## config.mk

```make
export PLATFORM = sky130hd
export DESIGN_NAME = fpu_issue_ctrl_flat
export DESIGN_NICKNAME = d
export VERILOG_FILES = /design/src/rtl/fpu_issue_ctrl_if.sv /design/src/rtl/fpu_issue_ctrl.sv /design/src/flat_wrapper.sv
export SDC_FILE = /design/constraint.sdc
export NUM_CORES = 2
export LEC_CHECK = 0
export CELL_PAD_IN_SITES_DETAIL_PLACEMENT = 0
export CELL_PAD_IN_SITES_GLOBAL_PLACEMENT = 1
export CORE_UTILIZATION = 45
export CTS_CLUSTER_SIZE = 40
export DETAILED_ROUTE_END_ITERATION = 8
export PLACE_DENSITY_LB_ADDON = 0.1
export SLEW_MARGIN = 10
export SYNTH_ARGS = -nofsm -noshare
export SYNTH_HDL_FRONTEND = slang
export SYNTH_SLANG_ARGS = --single-unit
```

## constraint.sdc

```tcl
create_clock -name clk_i -period 2.35 [get_ports clk_i]
set_input_delay 0.5875 -clock clk_i [delete_from_list [all_inputs] [get_ports clk_i]]
set_output_delay 0.5875 -clock clk_i [all_outputs]
set_load 0.03 [all_outputs]
```

## src/rtl/fpu_issue_ctrl_if.sv

```systemverilog
// rtl/fpu_issue_ctrl_if.sv - issue/FPU/writeback/CSR bundle for fpu_issue_ctrl
// Purpose: groups every non-clock, non-reset signal of fpu_issue_ctrl.
//   slave  : the issue controller (takes pipeline, FPU and CSR inputs).
//   master : the pipeline/FPU/CSR side that drives those inputs.
// Signals: issue handshake (issueValid_i/issueReady_o, instr_i, rs1Int_i),
//   FPU side (fpuEnable_o, fpuInstr_o, fpuRs1..3_o, fpuRm_o, fpuBusy_i,
//   fpuOut_i, fpuFlags_i), integer writeback (intWbValid_o, intWbRd_o,
//   intWbData_o), CSR port (csrAddr_i, csrWe_i, csrWdata_i, csrRdata_o),
//   illegal_o pulse.
interface fpu_issue_ctrl_if;
  logic        issueValid_i;
  logic        issueReady_o;
  logic [31:0] instr_i;
  logic [31:0] rs1Int_i;
  logic        fpuEnable_o;
  logic [31:0] fpuInstr_o;
  logic [31:0] fpuRs1_o;
  logic [31:0] fpuRs2_o;
  logic [31:0] fpuRs3_o;
  logic [2:0]  fpuRm_o;
  logic        fpuBusy_i;
  logic [31:0] fpuOut_i;
  logic [4:0]  fpuFlags_i;
  logic        intWbValid_o;
  logic [4:0]  intWbRd_o;
  logic [31:0] intWbData_o;
  logic [11:0] csrAddr_i;
  logic        csrWe_i;
  logic [31:0] csrWdata_i;
  logic [31:0] csrRdata_o;
  logic        illegal_o;

  modport slave (
    input  issueValid_i, instr_i, rs1Int_i, fpuBusy_i, fpuOut_i, fpuFlags_i,
           csrAddr_i, csrWe_i, csrWdata_i,
    output issueReady_o, fpuEnable_o, fpuInstr_o, fpuRs1_o, fpuRs2_o, fpuRs3_o,
           fpuRm_o, intWbValid_o, intWbRd_o, intWbData_o, csrRdata_o, illegal_o
  );

  modport master (
    output issueValid_i, instr_i, rs1Int_i, fpuBusy_i, fpuOut_i, fpuFlags_i,
           csrAddr_i, csrWe_i, csrWdata_i,
    input  issueReady_o, fpuEnable_o, fpuInstr_o, fpuRs1_o, fpuRs2_o, fpuRs3_o,
           fpuRm_o, intWbValid_o, intWbRd_o, intWbData_o, csrRdata_o, illegal_o
  );
endinterface

```

## src/rtl/fpu_issue_ctrl.sv

```systemverilog
// rtl/fpu_issue_ctrl.sv - RV32F issue controller: FP regfile, FPU sequencing, fflags/frm CSRs
// Purpose: accepts one FP instruction at a time, latches operands from the
//   32x32 FP register file (or the integer rs1 value), drives an external FPU
//   until it is not busy, then writes the result back to the FP register file
//   or to the integer writeback port, accumulating exception flags in fflags.
// Ports:
//   clk_i   - clock, all state on rising edge
//   reset_i - asynchronous active-low reset
//   bus     - fpu_issue_ctrl_if.slave (issue, FPU, writeback, CSR, illegal)
// Parameter FRM_RESET: frm value loaded at reset.
module fpu_issue_ctrl #(
  parameter logic [2:0] FRM_RESET = 3'b000
) (
  input logic             clk_i,
  input logic             reset_i,
  fpu_issue_ctrl_if.slave bus
);

  typedef enum logic [1:0] {IDLE = 2'd0, EXEC = 2'd1, WB = 2'd2} state_t;

  localparam logic [6:0] OP_FP = 7'b1010011;

  state_t      state;
  logic [31:0] freg [32];
  logic [4:0]  fflags;
  logic [2:0]  frm;
  logic [31:0] instr_q, rs1_q, rs2_q, rs3_q, res_q;
  logic [2:0]  rm_q;
  logic [4:0]  flags_q;
  logic        fpu_en_q, int_wb_q;

  // Decode of the instruction currently offered by the pipeline.
  logic [4:0] funct5;
  logic       is_opfp, is_fma, uses_rm, rm_bad, rs1_is_int;
  logic [2:0] rm_res;

  always_comb begin
    funct5     = bus.instr_i[31:27];
    is_opfp    = (bus.instr_i[6:0] == OP_FP);
    // FMADD/FMSUB/FNMSUB/FNMADD share 100xx11
    is_fma     = (bus.instr_i[6:4] == 3'b100) && (bus.instr_i[1:0] == 2'b11);
    uses_rm    = is_fma || (is_opfp && (funct5 inside {5'b00000, 5'b00001, 5'b00010,
                                                       5'b00011, 5'b01011, 5'b11000,
                                                       5'b11010}));
    rm_res     = (bus.instr_i[14:12] == 3'b111) ? frm : bus.instr_i[14:12];
    rm_bad     = uses_rm && (rm_res inside {3'b101, 3'b110, 3'b111});
    rs1_is_int = is_opfp && (funct5 inside {5'b11010, 5'b11110});
  end

  // Decode of the latched instruction, used in WB.
  logic [4:0] l_funct5;
  logic       l_opfp, l_int_dest, l_no_flags;

  always_comb begin
    l_funct5   = instr_q[31:27];
    l_opfp     = (instr_q[6:0] == OP_FP);
    l_int_dest = l_opfp && (l_funct5 inside {5'b10100, 5'b11000, 5'b11100});
    // sign-injection, moves and classify never raise exceptions
    l_no_flags = l_opfp && (l_funct5 inside {5'b00100, 5'b11100, 5'b11110});
  end

  // A CSR write landing in the WB cycle replaces the fflags base so neither
  // the software write nor the hardware accumulation is lost.
  logic [4:0] wb_base;

  always_comb begin
    wb_base = fflags;
    if (bus.csrWe_i && (bus.csrAddr_i == 12'h001 || bus.csrAddr_i == 12'h003))
      wb_base = bus.csrWdata_i[4:0];
  end

  always_comb begin
    case (bus.csrAddr_i)
      12'h001: bus.csrRdata_o = {27'b0, fflags};
      12'h002: bus.csrRdata_o = {29'b0, frm};
      12'h003: bus.csrRdata_o = {24'b0, frm, fflags};
      default: bus.csrRdata_o = 32'b0;
    endcase
  end

  logic unused_wdata;
  assign unused_wdata = ^bus.csrWdata_i[31:8];

  always_ff @(posedge clk_i or negedge reset_i) begin
    if (!reset_i) begin
      state    <= IDLE;
      fflags   <= 5'b0;
      frm      <= FRM_RESET;
      instr_q  <= 32'b0;
      rs1_q    <= 32'b0;
      rs2_q    <= 32'b0;
      rs3_q    <= 32'b0;
      rm_q     <= 3'b0;
      res_q    <= 32'b0;
      flags_q  <= 5'b0;
      fpu_en_q <= 1'b0;
      int_wb_q <= 1'b0;
      for (int i = 0; i < 32; i++) freg[i] <= 32'b0;
    end else begin
      int_wb_q <= 1'b0;
      if (bus.csrWe_i) begin
        case (bus.csrAddr_i)
          12'h001: fflags <= bus.csrWdata_i[4:0];
          12'h002: frm    <= bus.csrWdata_i[2:0];
          12'h003: begin
            frm    <= bus.csrWdata_i[7:5];
            fflags <= bus.csrWdata_i[4:0];
          end
          default: ;
        endcase
      end
      case (state)
        IDLE: begin
          if (bus.issueValid_i && !rm_bad) begin
            instr_q  <= bus.instr_i;
            rs1_q    <= rs1_is_int ? bus.rs1Int_i : freg[bus.instr_i[19:15]];
            rs2_q    <= freg[bus.instr_i[24:20]];
            rs3_q    <= freg[bus.instr_i[31:27]];
            rm_q     <= rm_res;
            fpu_en_q <= 1'b1;
            state    <= EXEC;
          end
        end
        EXEC: begin
          if (!bus.fpuBusy_i) begin
            res_q    <= bus.fpuOut_i;
            flags_q  <= bus.fpuFlags_i;
            fpu_en_q <= 1'b0;
            int_wb_q <= l_int_dest;
            state    <= WB;
          end
        end
        WB: begin
          if (!l_int_dest) freg[instr_q[11:7]] <= res_q;
          // overrides any CSR fflags write above; wb_base already folds it in
          fflags <= wb_base | (l_no_flags ? 5'b0 : flags_q);
          state  <= IDLE;
        end
        default: state <= IDLE;
      endcase
    end
  end

  assign bus.issueReady_o = (state == IDLE);
  // Combinational so the rejection is seen in the same cycle as the offer;
  // gated by reset so nothing pulses while the block is held in reset.
  assign bus.illegal_o    = reset_i && (state == IDLE) && bus.issueValid_i && rm_bad;
  assign bus.fpuEnable_o  = fpu_en_q;
  assign bus.fpuInstr_o   = instr_q;
  assign bus.fpuRs1_o     = rs1_q;
  assign bus.fpuRs2_o     = rs2_q;
  assign bus.fpuRs3_o     = rs3_q;
  assign bus.fpuRm_o      = rm_q;
  assign bus.intWbValid_o = int_wb_q;
  assign bus.intWbRd_o    = instr_q[11:7];
  assign bus.intWbData_o  = res_q;

endmodule

```

## src/flat_wrapper.sv

```systemverilog
// flat-port wrapper written by rule: the top's interface ports become plain ports
module fpu_issue_ctrl_flat 
#(
  parameter logic [2:0] FRM_RESET = 3'b000
)
  (clk_i, reset_i, bus_issueValid_i, bus_instr_i, bus_rs1Int_i, bus_fpuBusy_i, bus_fpuOut_i, bus_fpuFlags_i, bus_csrAddr_i, bus_csrWe_i, bus_csrWdata_i, bus_issueReady_o, bus_fpuEnable_o, bus_fpuInstr_o, bus_fpuRs1_o, bus_fpuRs2_o, bus_fpuRs3_o, bus_fpuRm_o, bus_intWbValid_o, bus_intWbRd_o, bus_intWbData_o, bus_csrRdata_o, bus_illegal_o);
  fpu_issue_ctrl_if bus_i ();
  input logic clk_i;
  input logic reset_i;
  input wire logic [$bits(bus_i.issueValid_i)-1:0] bus_issueValid_i;
  input wire logic [$bits(bus_i.instr_i)-1:0] bus_instr_i;
  input wire logic [$bits(bus_i.rs1Int_i)-1:0] bus_rs1Int_i;
  input wire logic [$bits(bus_i.fpuBusy_i)-1:0] bus_fpuBusy_i;
  input wire logic [$bits(bus_i.fpuOut_i)-1:0] bus_fpuOut_i;
  input wire logic [$bits(bus_i.fpuFlags_i)-1:0] bus_fpuFlags_i;
  input wire logic [$bits(bus_i.csrAddr_i)-1:0] bus_csrAddr_i;
  input wire logic [$bits(bus_i.csrWe_i)-1:0] bus_csrWe_i;
  input wire logic [$bits(bus_i.csrWdata_i)-1:0] bus_csrWdata_i;
  output wire logic [$bits(bus_i.issueReady_o)-1:0] bus_issueReady_o;
  output wire logic [$bits(bus_i.fpuEnable_o)-1:0] bus_fpuEnable_o;
  output wire logic [$bits(bus_i.fpuInstr_o)-1:0] bus_fpuInstr_o;
  output wire logic [$bits(bus_i.fpuRs1_o)-1:0] bus_fpuRs1_o;
  output wire logic [$bits(bus_i.fpuRs2_o)-1:0] bus_fpuRs2_o;
  output wire logic [$bits(bus_i.fpuRs3_o)-1:0] bus_fpuRs3_o;
  output wire logic [$bits(bus_i.fpuRm_o)-1:0] bus_fpuRm_o;
  output wire logic [$bits(bus_i.intWbValid_o)-1:0] bus_intWbValid_o;
  output wire logic [$bits(bus_i.intWbRd_o)-1:0] bus_intWbRd_o;
  output wire logic [$bits(bus_i.intWbData_o)-1:0] bus_intWbData_o;
  output wire logic [$bits(bus_i.csrRdata_o)-1:0] bus_csrRdata_o;
  output wire logic [$bits(bus_i.illegal_o)-1:0] bus_illegal_o;
  assign bus_i.issueValid_i = bus_issueValid_i;
  assign bus_i.instr_i = bus_instr_i;
  assign bus_i.rs1Int_i = bus_rs1Int_i;
  assign bus_i.fpuBusy_i = bus_fpuBusy_i;
  assign bus_i.fpuOut_i = bus_fpuOut_i;
  assign bus_i.fpuFlags_i = bus_fpuFlags_i;
  assign bus_i.csrAddr_i = bus_csrAddr_i;
  assign bus_i.csrWe_i = bus_csrWe_i;
  assign bus_i.csrWdata_i = bus_csrWdata_i;
  assign bus_issueReady_o = bus_i.issueReady_o;
  assign bus_fpuEnable_o = bus_i.fpuEnable_o;
  assign bus_fpuInstr_o = bus_i.fpuInstr_o;
  assign bus_fpuRs1_o = bus_i.fpuRs1_o;
  assign bus_fpuRs2_o = bus_i.fpuRs2_o;
  assign bus_fpuRs3_o = bus_i.fpuRs3_o;
  assign bus_fpuRm_o = bus_i.fpuRm_o;
  assign bus_intWbValid_o = bus_i.intWbValid_o;
  assign bus_intWbRd_o = bus_i.intWbRd_o;
  assign bus_intWbData_o = bus_i.intWbData_o;
  assign bus_csrRdata_o = bus_i.csrRdata_o;
  assign bus_illegal_o = bus_i.illegal_o;
  fpu_issue_ctrl #(.FRM_RESET(FRM_RESET)) u_core (.clk_i(clk_i), .reset_i(reset_i), .bus(bus_i));
endmodule
```

==> summary.md <==
| Metric | Value |
|---|---|
| Status | `complete, but fails checks` |
| Failing checks | `hold timing, setup timing` |
| WL/cell | `33.48 um` |
| Routed vias | `46470` |
| Design area | `0.08711 mm^2` |
| Slew HR | `0.3449` |
| FP Rows | `144` |
| CTS clock-pin slew for the worst setup and hold paths | `0.06 ns` |
| Synth cell count leaders | `dfrtp_1 (1204), mux2_2 (1078), mux4_2 (889)` |
| Req. time, crit path | `3.00 ns` |
| Crit path capture type | `flop` |
| Core Footprint | `0.1539 mm^2` |
| Detailed Routing Iterations Pass 1 | `5` |
| Final worst slack | `-0.1778 ns` |
| Ports | `354` |
| Critical path type | `flop to flop` |
| Leak | `39.29 nW` |
| Clock network latency to the later pin of the worst-skew pair | `0.79 ns` |
| Die area | `0.1565 mm^2` |
| Critical path arrival | `3.18 ns` |
| Max Fclk | `0.3956 GHz` |
| Synth Cell Area | `0.06972 mm^2` |
| Pwr Density | `1078 mW/mm^2` |
| 1st-iter DRT viols | `4279` |
| GPL Wtd Cong | `0.8603` |
| CTS Sinks | `1204` |
| Layout Utilization | `0.5662` |
| Final period util | `1.076` |
| Vias per cell | `6.458` |
| Number of synthesized flops with an enable pin | `0` |
| Chip height | `395.6 um` |
| Clock Path Buffers | `3` |
| Total track usage | `0.3120` |
| Top FF cell, synth | `dfrtp_1` |
| Final wirelength | `240900 um` |
| Post-synth ARST share | `1.000` |
| # placed instances | `6853` |
| Initial antenna violation count | `5` |
| Hold Slack | `-0.04435 ns` |
| Seq/Total Area, Yosys | `0.4322` |
| Global-route wire length before repair | `352900 um` |
| Residual DRC | `0` |
| Final setup fails | `548` |
| Final cell count without fillers | `7195` |
| Inserted Clock Buffers | `143` |
| HPWL Detailed | `157400 um` |
| Die width | `395.6 um` |
| Synth area leaders | `dfrtp_1 (43%), mux4_2 (29%), mux2_2 (17%)` |
| CTS tree | `done` |
| Post-Synthesis Cells | `4425` |
| Routed Antenna Nets | `0` |
| Largest net degree at the start of global routing | `161` |
| Library cells used by synthesis | `49` |
| CP Max Fanout | `7` |
| Least-Margin Pin Slew | `0.9826 ns` |
| Pins over their slew limit | `0` |
| Layout area overhead | `24.95%` |
| DP Area | `0.08040 mm^2` |
| Max cap viols | `0` |
| Synthesized area per cell | `15.76 um^2` |
| Max VDD drop | `0.9401 mV` |
| Total grt overflow | `0` |
| Top-area cell type share of the netlist area | `0.4322` |
| Share of layout cells above drive strength 1 | `0.5747` |
| Most common cell in the netlist | `dfrtp_1` |
| CP Launch Type | `flop` |
| Synth Warn # | `0` |
| Tmin final | `2.528 ns` |
| Post-synth top area cell | `dfrtp_1` |
| CTS H-tree lvls | `4` |
| Hold Fails Final Rpt | `26` |
| Buffers on Ports | `305` |
| Tot Pwr | `93.90 mW` |
| Clock Root Buffer | `clkbuf_16` |
| RSZ-0062 raised after global routing | `true` |
| Nets | `5185` |
| Worst min-delay path class | `input port to async pin` |
| Vias in the first global route | `47510` |
| Synthesized flop and latch total | `1204` |
| Initial core utilization | `0.4531` |
| Clock skew | `0.02657 ns` |
state kept, by name (all words and copies together) (netlist names), 5 cells and up:
name,count
u_core.bus.fpuInstr_o,32
u_core.bus.fpuRs1_o,32
u_core.bus.fpuRs2_o,32
u_core.bus.fpuRs3_o,32
u_core.bus.intWbData_o,32
u_core.fflags,5
u_core.flags_q,5
u_core.freg,1024
cell usage in the layout, fill, tap and decap left out, drive strengths merged, types with 4 or more instances in the layout:
cell type,synthesis,routed
dfrtp,1204,1204
mux2,1086,1086
mux4,889,889
buf,289,679
mux2i,242,242
clkbuf,216,208
nand2,172,172
dlygate4sd2,0,162
o21ai,140,140
clkdlybuf4s50,0,96
clkinv,0,27
conb,1,24
nor3,24,24
nor2,21,21
inv,10,21
a221oi,18,18
nand3,16,16
nor2b,15,15
bufinv,0,11
nand4,8,8
a31oi,8,8
o22ai,8,8
nand2b,8,8
a21oi,6,6
a2111oi,6,6
clkdlybuf4s15,0,5
and2,5,5
nand3b,4,4
clkinvlp,0,4
cell type report:
class,instances,area [um^2]
multi-input cells,2729,38130
fillers,12400,66760
clock inverters,53,636.9
diodes,2,5.005
flip-flops and latches,1204,30140
well taps,2044,2557
clock buffers,206,4167
repair buffers,947,11430
inverters,10,40.04
per-stage QoR:
| step | setup TNS (ns) | setup WS (ns) |
|---|---|---|
| after floorplan | -0.6712 | -0.03249 |
| after global placement | -179.03 | -0.8145 |
| after detailed placement | -186.99 | -0.8183 |
| after CTS | -17.06 | -0.1576 |
| after global routing | -62.42 | -0.2186 |
| final | -38.92 | -0.1778 |
critical path: stages (launching register included):
cell and delay, ns:
dfrtp_2 0.40, and4bb_2 0.26, o2111ai_4 0.10, and3b_2 0.32, buf_6 0.13, nand3_4 0.08
buf_6 0.14, nor3_4 0.23, buf_12 0.23, buf_12 0.17, mux2_4 0.30
per-layer routing:
metal | share of wire | wire [um] | track usage | vias up
li1 | - | - | - | 18760
met1 | 0.44 | 105200 | 0.4559 | 25560
met2 | 0.46 | 111600 | 0.4744 | 1777
met3 | 0.067 | 16130 | 0.05696 | 365
met4 | 0.033 | 8023 | 0.09811 | 2
met5 | 0.000029 | 7 | 0 | -
kinds of logic after synthesis:
group,count (synthesis),share of synthesized area
AO/OA/AOI/OAI,200,0.01656
buffers and inverters,515,0.03523
flip-flops,1204,0.4322
multiplexers,2217,0.4973
other,1,0.00005379
AND/OR/NAND/NOR,288,0.01866
repair_timing:
action / CTS / global route
gates resized for setup: 390 / 60
endpoints found under the setup margin: 1129 / 721
cloned: 22 / 2
hold endpoints to repair: 139 / 0
setup buffers: 52 / 18
hold buffers: 2 / 0
pin swaps: 24 / 9
power breakdown:
group | leakage (nW) | total (mW) | switching, mW | internal [mW]
Combinational | 20.6 | 34.4 | 14.8 | 19.6
Sequential | 16.3 | 36.6 | 7.68 | 28.9
Clock | 2.37 | 22.9 | 9.37 | 13.6
Total | 39.3 | 93.9 | 31.9 | 62.0
path summary, 6_finish.rpt:
path | cells past startpoint | endpoint | slack, ns | from
worst min-delay path | 2 | u_core.freg[708] | -0.04 | reset_i
worst max register to register | 10 | u_core.freg[847] | -0.18 | u_core.bus.fpuInstr_o[4]
min in group clk_i | 2 | u_core.bus.fpuInstr_o[5] | 0.25 | bus_instr_i[5]
max in group asynchronous | 5 | u_core.freg[295] | 0.46 | reset_i
worst min register to register | 2 | u_core.bus.fpuRs2_o[22] | 0.47 | u_core.bus.fpuRs2_o[22]
worst max-delay path | 10 | u_core.freg[847] | -0.18 | u_core.bus.fpuInstr_o[4]
(Power assumes the default switching activity.)
